[config.mk]
export PLATFORM = sky130hd
export DESIGN_NAME = debug_tx_arbiter_flat
export DESIGN_NICKNAME = d
export VERILOG_FILES = /design/src/rtl/debug_tx_if.sv /design/src/rtl/debug_tx_arbiter.sv /design/src/flat_wrapper.sv
export SDC_FILE = /design/constraint.sdc
export NUM_CORES = 1
export LEC_CHECK = 0
export ABC_CLOCK_PERIOD_IN_PS = 3070
export BUFFER_PORTS_ARGS = -buffer_cell sky130_fd_sc_hd__buf_2
export CAP_MARGIN = 20
export CORE_ASPECT_RATIO = 0.7
export CORE_MARGIN = 8
export CORE_UTILIZATION = 53
export CTS_CLUSTER_DIAMETER = 60
export DETAILED_ROUTE_END_ITERATION = 6
export GPL_ROUTABILITY_DRIVEN = 0
export GPL_TIMING_DRIVEN = 0
export PLACE_DENSITY = 0.93
export SLEW_MARGIN = 10
export SYNTH_ARGS = -nofsm -noshare
export SYNTH_HDL_FRONTEND = slang
export SYNTH_SLANG_ARGS = --single-unit
export TNS_END_PERCENT = 30
[constraint.sdc]
create_clock -name clk -period 3.07 [get_ports clk]
set_clock_uncertainty 0.2 [all_clocks]
set_input_delay 0.307 -clock clk [delete_from_list [all_inputs] [get_ports clk]]
set_output_delay 0.307 -clock clk [all_outputs]
set_load 0.01 [all_outputs]
[src/rtl/debug_tx_if.sv]
// AXI-Stream bundle between the debug message producers, the arbiter and the UART TX input.
// slave is the arbiter's view; master is the view of whatever drives the sources and the sink ready.
interface debug_tx_if #(
  parameter int NUM_SRC = 4
) ();
  logic [NUM_SRC*8-1:0] s_tdata;
  logic [NUM_SRC-1:0]   s_tvalid;
  logic [NUM_SRC-1:0]   s_tlast;
  logic [NUM_SRC-1:0]   s_tready;
  logic [7:0]           m_tdata;
  logic                 m_tvalid;
  logic                 m_tready;

  modport master (
    output s_tdata, s_tvalid, s_tlast, m_tready,
    input  s_tready, m_tdata, m_tvalid
  );

  modport slave (
    input  s_tdata, s_tvalid, s_tlast, m_tready,
    output s_tready, m_tdata, m_tvalid
  );
endinterface

[src/rtl/debug_tx_arbiter.sv]
// Round-robin, packet-locked arbiter sharing one debug UART TX byte stream between NUM_SRC
// producers, with an optional ASCII source tag per packet and a mid-packet stall timeout.
module debug_tx_arbiter #(
  parameter int NUM_SRC        = 4,
  parameter bit TAG_EN         = 1'b1,
  parameter int TIMEOUT_CYCLES = 72000
) (
  input  logic               clk,
  input  logic               rst_n,
  debug_tx_if.slave          bus,
  output logic [NUM_SRC-1:0] grant,
  output logic               busy,
  output logic               timeout_pulse
);

  localparam int IDX_W = $clog2(NUM_SRC);
  localparam int CNT_W = (TIMEOUT_CYCLES > 0) ? $clog2(TIMEOUT_CYCLES + 1) : 1;
  localparam logic [CNT_W-1:0] CNT_MAX = '1;
  localparam logic [CNT_W-1:0] TO_VAL  = CNT_W'(TIMEOUT_CYCLES);

  typedef enum logic [1:0] {IDLE, TAG, STREAM} state_t;

  state_t             state_q, state_d;
  logic [IDX_W-1:0]   idx_q, idx_d;
  logic [IDX_W-1:0]   last_q, last_d;
  logic [NUM_SRC-1:0] grant_q, grant_d;
  logic               busy_q, busy_d;
  logic               timeout_q, timeout_d;
  logic [CNT_W-1:0]   stall_q, stall_d;

  logic               found;
  logic [IDX_W-1:0]   pick;
  int                 cand;
  logic               src_vld;
  logic               hs;
  logic               tout;

  always_comb begin
    state_d   = state_q;
    idx_d     = idx_q;
    last_d    = last_q;
    grant_d   = grant_q;
    stall_d   = stall_q;
    timeout_d = 1'b0;
    found     = 1'b0;
    pick      = '0;
    cand      = 0;
    src_vld   = 1'b0;
    hs        = 1'b0;
    tout      = 1'b0;
    bus.m_tdata  = '0;
    bus.m_tvalid = 1'b0;
    bus.s_tready = '0;

    case (state_q)
      IDLE: begin
        // Search starts just after the previous owner so every requester gets a turn.
        for (int k = 1; k <= NUM_SRC; k++) begin
          cand = (int'(last_q) + k) % NUM_SRC;
          if (!found && bus.s_tvalid[cand]) begin
            found = 1'b1;
            pick  = IDX_W'(cand);
          end
        end
        if (found) begin
          idx_d   = pick;
          grant_d = NUM_SRC'(1) << pick;
          state_d = TAG_EN ? TAG : STREAM;
        end
      end

      TAG: begin
        bus.m_tvalid = 1'b1;
        bus.m_tdata  = 8'h30 + 8'(idx_q);
        if (bus.m_tready) state_d = STREAM;
      end

      STREAM: begin
        src_vld = bus.s_tvalid[idx_q];
        hs      = src_vld && bus.m_tready;
        // Only an idle source can time out, so a byte offered on the expiry cycle still wins.
        tout    = (TIMEOUT_CYCLES > 0) && !src_vld && (stall_q >= TO_VAL);
        bus.m_tdata  = bus.s_tdata[int'(idx_q)*8 +: 8];
        bus.m_tvalid = src_vld;
        bus.s_tready[idx_q] = bus.m_tready;
        if (hs) begin
          stall_d = '0;
        end else if (!src_vld && stall_q != CNT_MAX) begin
          stall_d = stall_q + 1'b1;
        end
        if ((hs && bus.s_tlast[idx_q]) || tout) begin
          state_d   = IDLE;
          last_d    = idx_q;
          grant_d   = '0;
          timeout_d = tout;
        end
      end

      default: state_d = IDLE;
    endcase

    if (state_d != STREAM) stall_d = '0;
    busy_d = (state_d != IDLE);
  end

  always_ff @(posedge clk or negedge rst_n) begin
    if (!rst_n) begin
      state_q   <= IDLE;
      idx_q     <= '0;
      last_q    <= IDX_W'(NUM_SRC - 1);
      grant_q   <= '0;
      busy_q    <= 1'b0;
      timeout_q <= 1'b0;
      stall_q   <= '0;
    end else begin
      state_q   <= state_d;
      idx_q     <= idx_d;
      last_q    <= last_d;
      grant_q   <= grant_d;
      busy_q    <= busy_d;
      timeout_q <= timeout_d;
      stall_q   <= stall_d;
    end
  end

  assign grant         = grant_q;
  assign busy          = busy_q;
  assign timeout_pulse = timeout_q;

endmodule

[src/flat_wrapper.sv]
// flat-port wrapper written by rule: the top's interface ports become plain ports
module debug_tx_arbiter_flat 
#(
  parameter int NUM_SRC        = 4,
  parameter bit TAG_EN         = 1'b1,
  parameter int TIMEOUT_CYCLES = 72000
)
  (clk, rst_n, grant, busy, timeout_pulse, bus_s_tdata, bus_s_tvalid, bus_s_tlast, bus_m_tready, bus_s_tready, bus_m_tdata, bus_m_tvalid);
  debug_tx_if #(.NUM_SRC(NUM_SRC)) bus_i ();
  input  logic clk;
  input  logic rst_n;
  output logic [NUM_SRC-1:0] grant;
  output logic busy;
  output logic timeout_pulse;
  input wire logic [$bits(bus_i.s_tdata)-1:0] bus_s_tdata;
  input wire logic [$bits(bus_i.s_tvalid)-1:0] bus_s_tvalid;
  input wire logic [$bits(bus_i.s_tlast)-1:0] bus_s_tlast;
  input wire logic [$bits(bus_i.m_tready)-1:0] bus_m_tready;
  output wire logic [$bits(bus_i.s_tready)-1:0] bus_s_tready;
  output wire logic [$bits(bus_i.m_tdata)-1:0] bus_m_tdata;
  output wire logic [$bits(bus_i.m_tvalid)-1:0] bus_m_tvalid;
  assign bus_i.s_tdata = bus_s_tdata;
  assign bus_i.s_tvalid = bus_s_tvalid;
  assign bus_i.s_tlast = bus_s_tlast;
  assign bus_i.m_tready = bus_m_tready;
  assign bus_s_tready = bus_i.s_tready;
  assign bus_m_tdata = bus_i.m_tdata;
  assign bus_m_tvalid = bus_i.m_tvalid;
  debug_tx_arbiter #(.NUM_SRC(NUM_SRC), .TAG_EN(TAG_EN), .TIMEOUT_CYCLES(TIMEOUT_CYCLES)) u_core (.clk(clk), .rst_n(rst_n), .bus(bus_i), .grant(grant), .busy(busy), .timeout_pulse(timeout_pulse));
endmodule
==> impl_results.md <==
- Top-count cell post-synth: dfrtp_1
- Syn Inst Count: 236
- Maximum Capacitance Violations: 0
- Setup-failing EPs final: 0
- Maximum VDD drop: just under 0.0005 V
- P_leak: 1.259 nW
- DR iter-0 viols: 160
- PortBufs: 61
- Row count: 20
- Number of synthesized flops with an enable pin: 0
- Nets: 355
- Pwr dens: 791.3 nW/um^2
- Global-route wire length before repair: ~10 mm
- Crit Path Max Fanout: 8
- Area Overhead vs Synth: 23.16%
- Drt pass-1 iters: 4
- Final worst setup slack: 0.2353 ns
- Die Width: 94.02 um
- Syn Area/Cell: 9.570 um^2
- Top cell type by total area after synthesis: dfrtp_1
- RSZ-0062 raised after global routing: false
- Starting Density: 53.40%
- Vias per cell: approximately 6.0
- Post-synth top cells: dfrtp_1 (27), a21oi_1 (26), nand2_1 (16)
- CTS tree: built
- Mapped Nets: 286
- # fillers: 331
- Ranking of synthesized cells by area: dfrtp_1 (30%), mux4_2 (10%), a21oi_1 (5.8%)
- Outcome: complete, no violations
- CP arrival: 2.84 ns
- Dpl ws: 0.1855 ns
- Area occupied by multi-input gates: roughly 1400 um^2
- Antenna Cells: 0
- Register Area: 728.2 um^2
- Required @ worst endpoint: 3.08 ns
- # IOs: 62
- Total global-route track usage: 19.02%
- Fin. max-slew vios: 0
- Sequential share of the synthesized area: roughly a third
- Clk_lat worst skew: 0.29 ns
- Yosys reg bits: 29
- Setup bufs post-CTS: 0
- H-tree depth: 2
- Final Hold Viols: 0
- Hold path startpoint: u_core.grant[3]
- Share of layout cells above drive strength 1: between 30 and 40%
- Synthesized cell area: 2258 um^2
- Primary FF master, synth: dfrtp_1
- Maximum clock frequency: ~0.35 GHz
- Tcrit/Tclk final: about 92%
- Clock Sinks: 29
- Die Ht: 70.62 um
- Slew margin rel.: 56.63%
- CTS Buffer Depth: 2
- Post-DP HPWL: roughly 5 mm
- Initial antenna violation count: 0
- Total negative slack: 0 ns
- Worst-margin pin slew: 0.6506 ns
- Core footprint: 4229 um^2
- Setup CP Type: reg -> reg
- DRC: 0
- Via count: about 2200
- Pin count of the biggest net entering global routing: 30
- Period minus WS final: 2.835 ns
- Yosys warns: 0
- Worst hold path class: reg -> reg
- Share of the synthesized area in the top cell type: 29.92%
- Root Driver: clkbuf_8
- Crit path capture type: flip-flop
- Die Area: 6639 um^2
- Clk pin slew, worst setup/hold paths: 0.07 ns
- Netlist cell types: 53
- Wire per inst: 17.30 um
- GR Overflow Total: 0
- CP startpoint kind: flip-flop
- Async set-reset flop share out of synthesis: 100.0%
- Num CTS Buffers: 5
- Vias in the first global route: 2103
- Origin of the worst setup path: u_core.stall_q[0]
- FF-to-FF Start: u_core.stall_q[0]
- Wirelength, routed: roughly 6.2 mm
- Routed Antenna Nets: 0
stage by stage:
stage | hold slack [ns] | area [um^2] | power (mW) | instances | utilization, %
floorplan | -0.1886 | 2258 | 1.394 | 236 | -
global placement | 0.1605 | 2633 | 1.669 | 352 | 62.25
detailed placement | 0.1768 | 2633 | 1.709 | 352 | 62.25
CTS | 0.3069 | 2776 | 2.192 | 361 | 65.65
global route | 0.3281 | 2781 | 2.331 | 361 | 65.77
finish | 0.3107 | 2781 | 2.201 | 361 | 65.77
layout make-up:
class / instances / area share [%]
flip-flops and latches: 29 / 26.18
well taps: 55 / 2.474
repair buffers: 62 / 11.34
multi-input cells: 183 / 50.56
inverters: 11 / 1.484
plain buffers: 13 / 3.149
clock inverters: 3 / 2.339
clock buffers: 5 / 2.474
state kept, by name (all words and copies together) (netlist names):
name / count
u_core.busy: 1
u_core.grant: 4
u_core.idx_q: 2
u_core.last_q: 2
u_core.stall_q: 17
u_core.state_q: 2
u_core.timeout_pulse: 1
cell usage in the layout (no fill, tap or decap), types with 3 or more instances in the layout:
cell type,Yosys,final
ha_1,7,7
buf_6,5,5
nor2_1,13,13
clkbuf_8,0,5
o31a_1,3,3
and2_1,3,3
dfrtp_1,27,27
nor3_1,8,8
inv_1,11,11
a22oi_1,4,4
o21ai_0,11,11
clkbuf_1,6,6
xnor2_1,4,4
a21oi_1,26,26
nor2b_1,6,6
o22ai_1,4,4
mux4_2,10,10
and3_1,6,6
nand3_1,6,5
nor4_1,4,4
nor3b_1,5,5
mux2_2,5,5
nand2b_1,9,9
nand2_1,16,16
buf_2,1,62
logic make-up after synthesis:
group,share of synthesized area [%]
xor gates and xnor gates,1.551
and+or+nand+nor,22.38
DFF,32.24
AOI/OAI and AO/OA,20.67
adders and majority gates,3.878
buffers and inverters,5.706
muxes,13.57
critical path, cell delays in order (launching register included):
cell	delay (ns)
dfrtp_1	0.43
ha_1	0.24
and3_1	0.24
nand3_2	0.17
nor3_1	0.08
ha_1	0.20
nand2b_1	0.18
or2_2	0.29
clkbuf_1	0.21
nor4_1	0.31
a21oi_1	0.07
a21oi_1	0.12
routing by layer:
metal	GRT usage [%]	vias to the layer above	wire (um)
li1	-	1018	-
met1	23.98	1053	2691
met2	31.60	86	3120
met3	4.757	12	343
met4	4.729	0	92
met5	0	-	0
where the power goes:
group | switching [mW] | total (mW) | internal, mW
registers | 0.0490 | 0.508 | 0.459
logic | 0.686 | 1.21 | 0.522
clock network | 0.163 | 0.485 | 0.322
total | 0.898 | 2.20 | 1.30
worst paths after layout:
kind / slack, ns / endpoint / depth (start not counted)
worst min-delay path: 0.31 / u_core.grant[3] / 1
max in group asynchronous: 1.86 / u_core.stall_q[0] / 2
worst max-delay path: 0.24 / u_core.stall_q[5] / 11
min in group asynchronous: 0.38 / u_core.state_q[1] / 2
worst max register to register: 0.24 / u_core.stall_q[5] / 11
worst min register to register: 0.31 / u_core.grant[3] / 1
timing repair:
action,CTS,global route
gates resized for setup,0,1
setup endpoints to repair,0,1
hold endpoints to repair,27,0
hold buffers,1,0
Note: power is estimated with default switching activity, not from simulation.
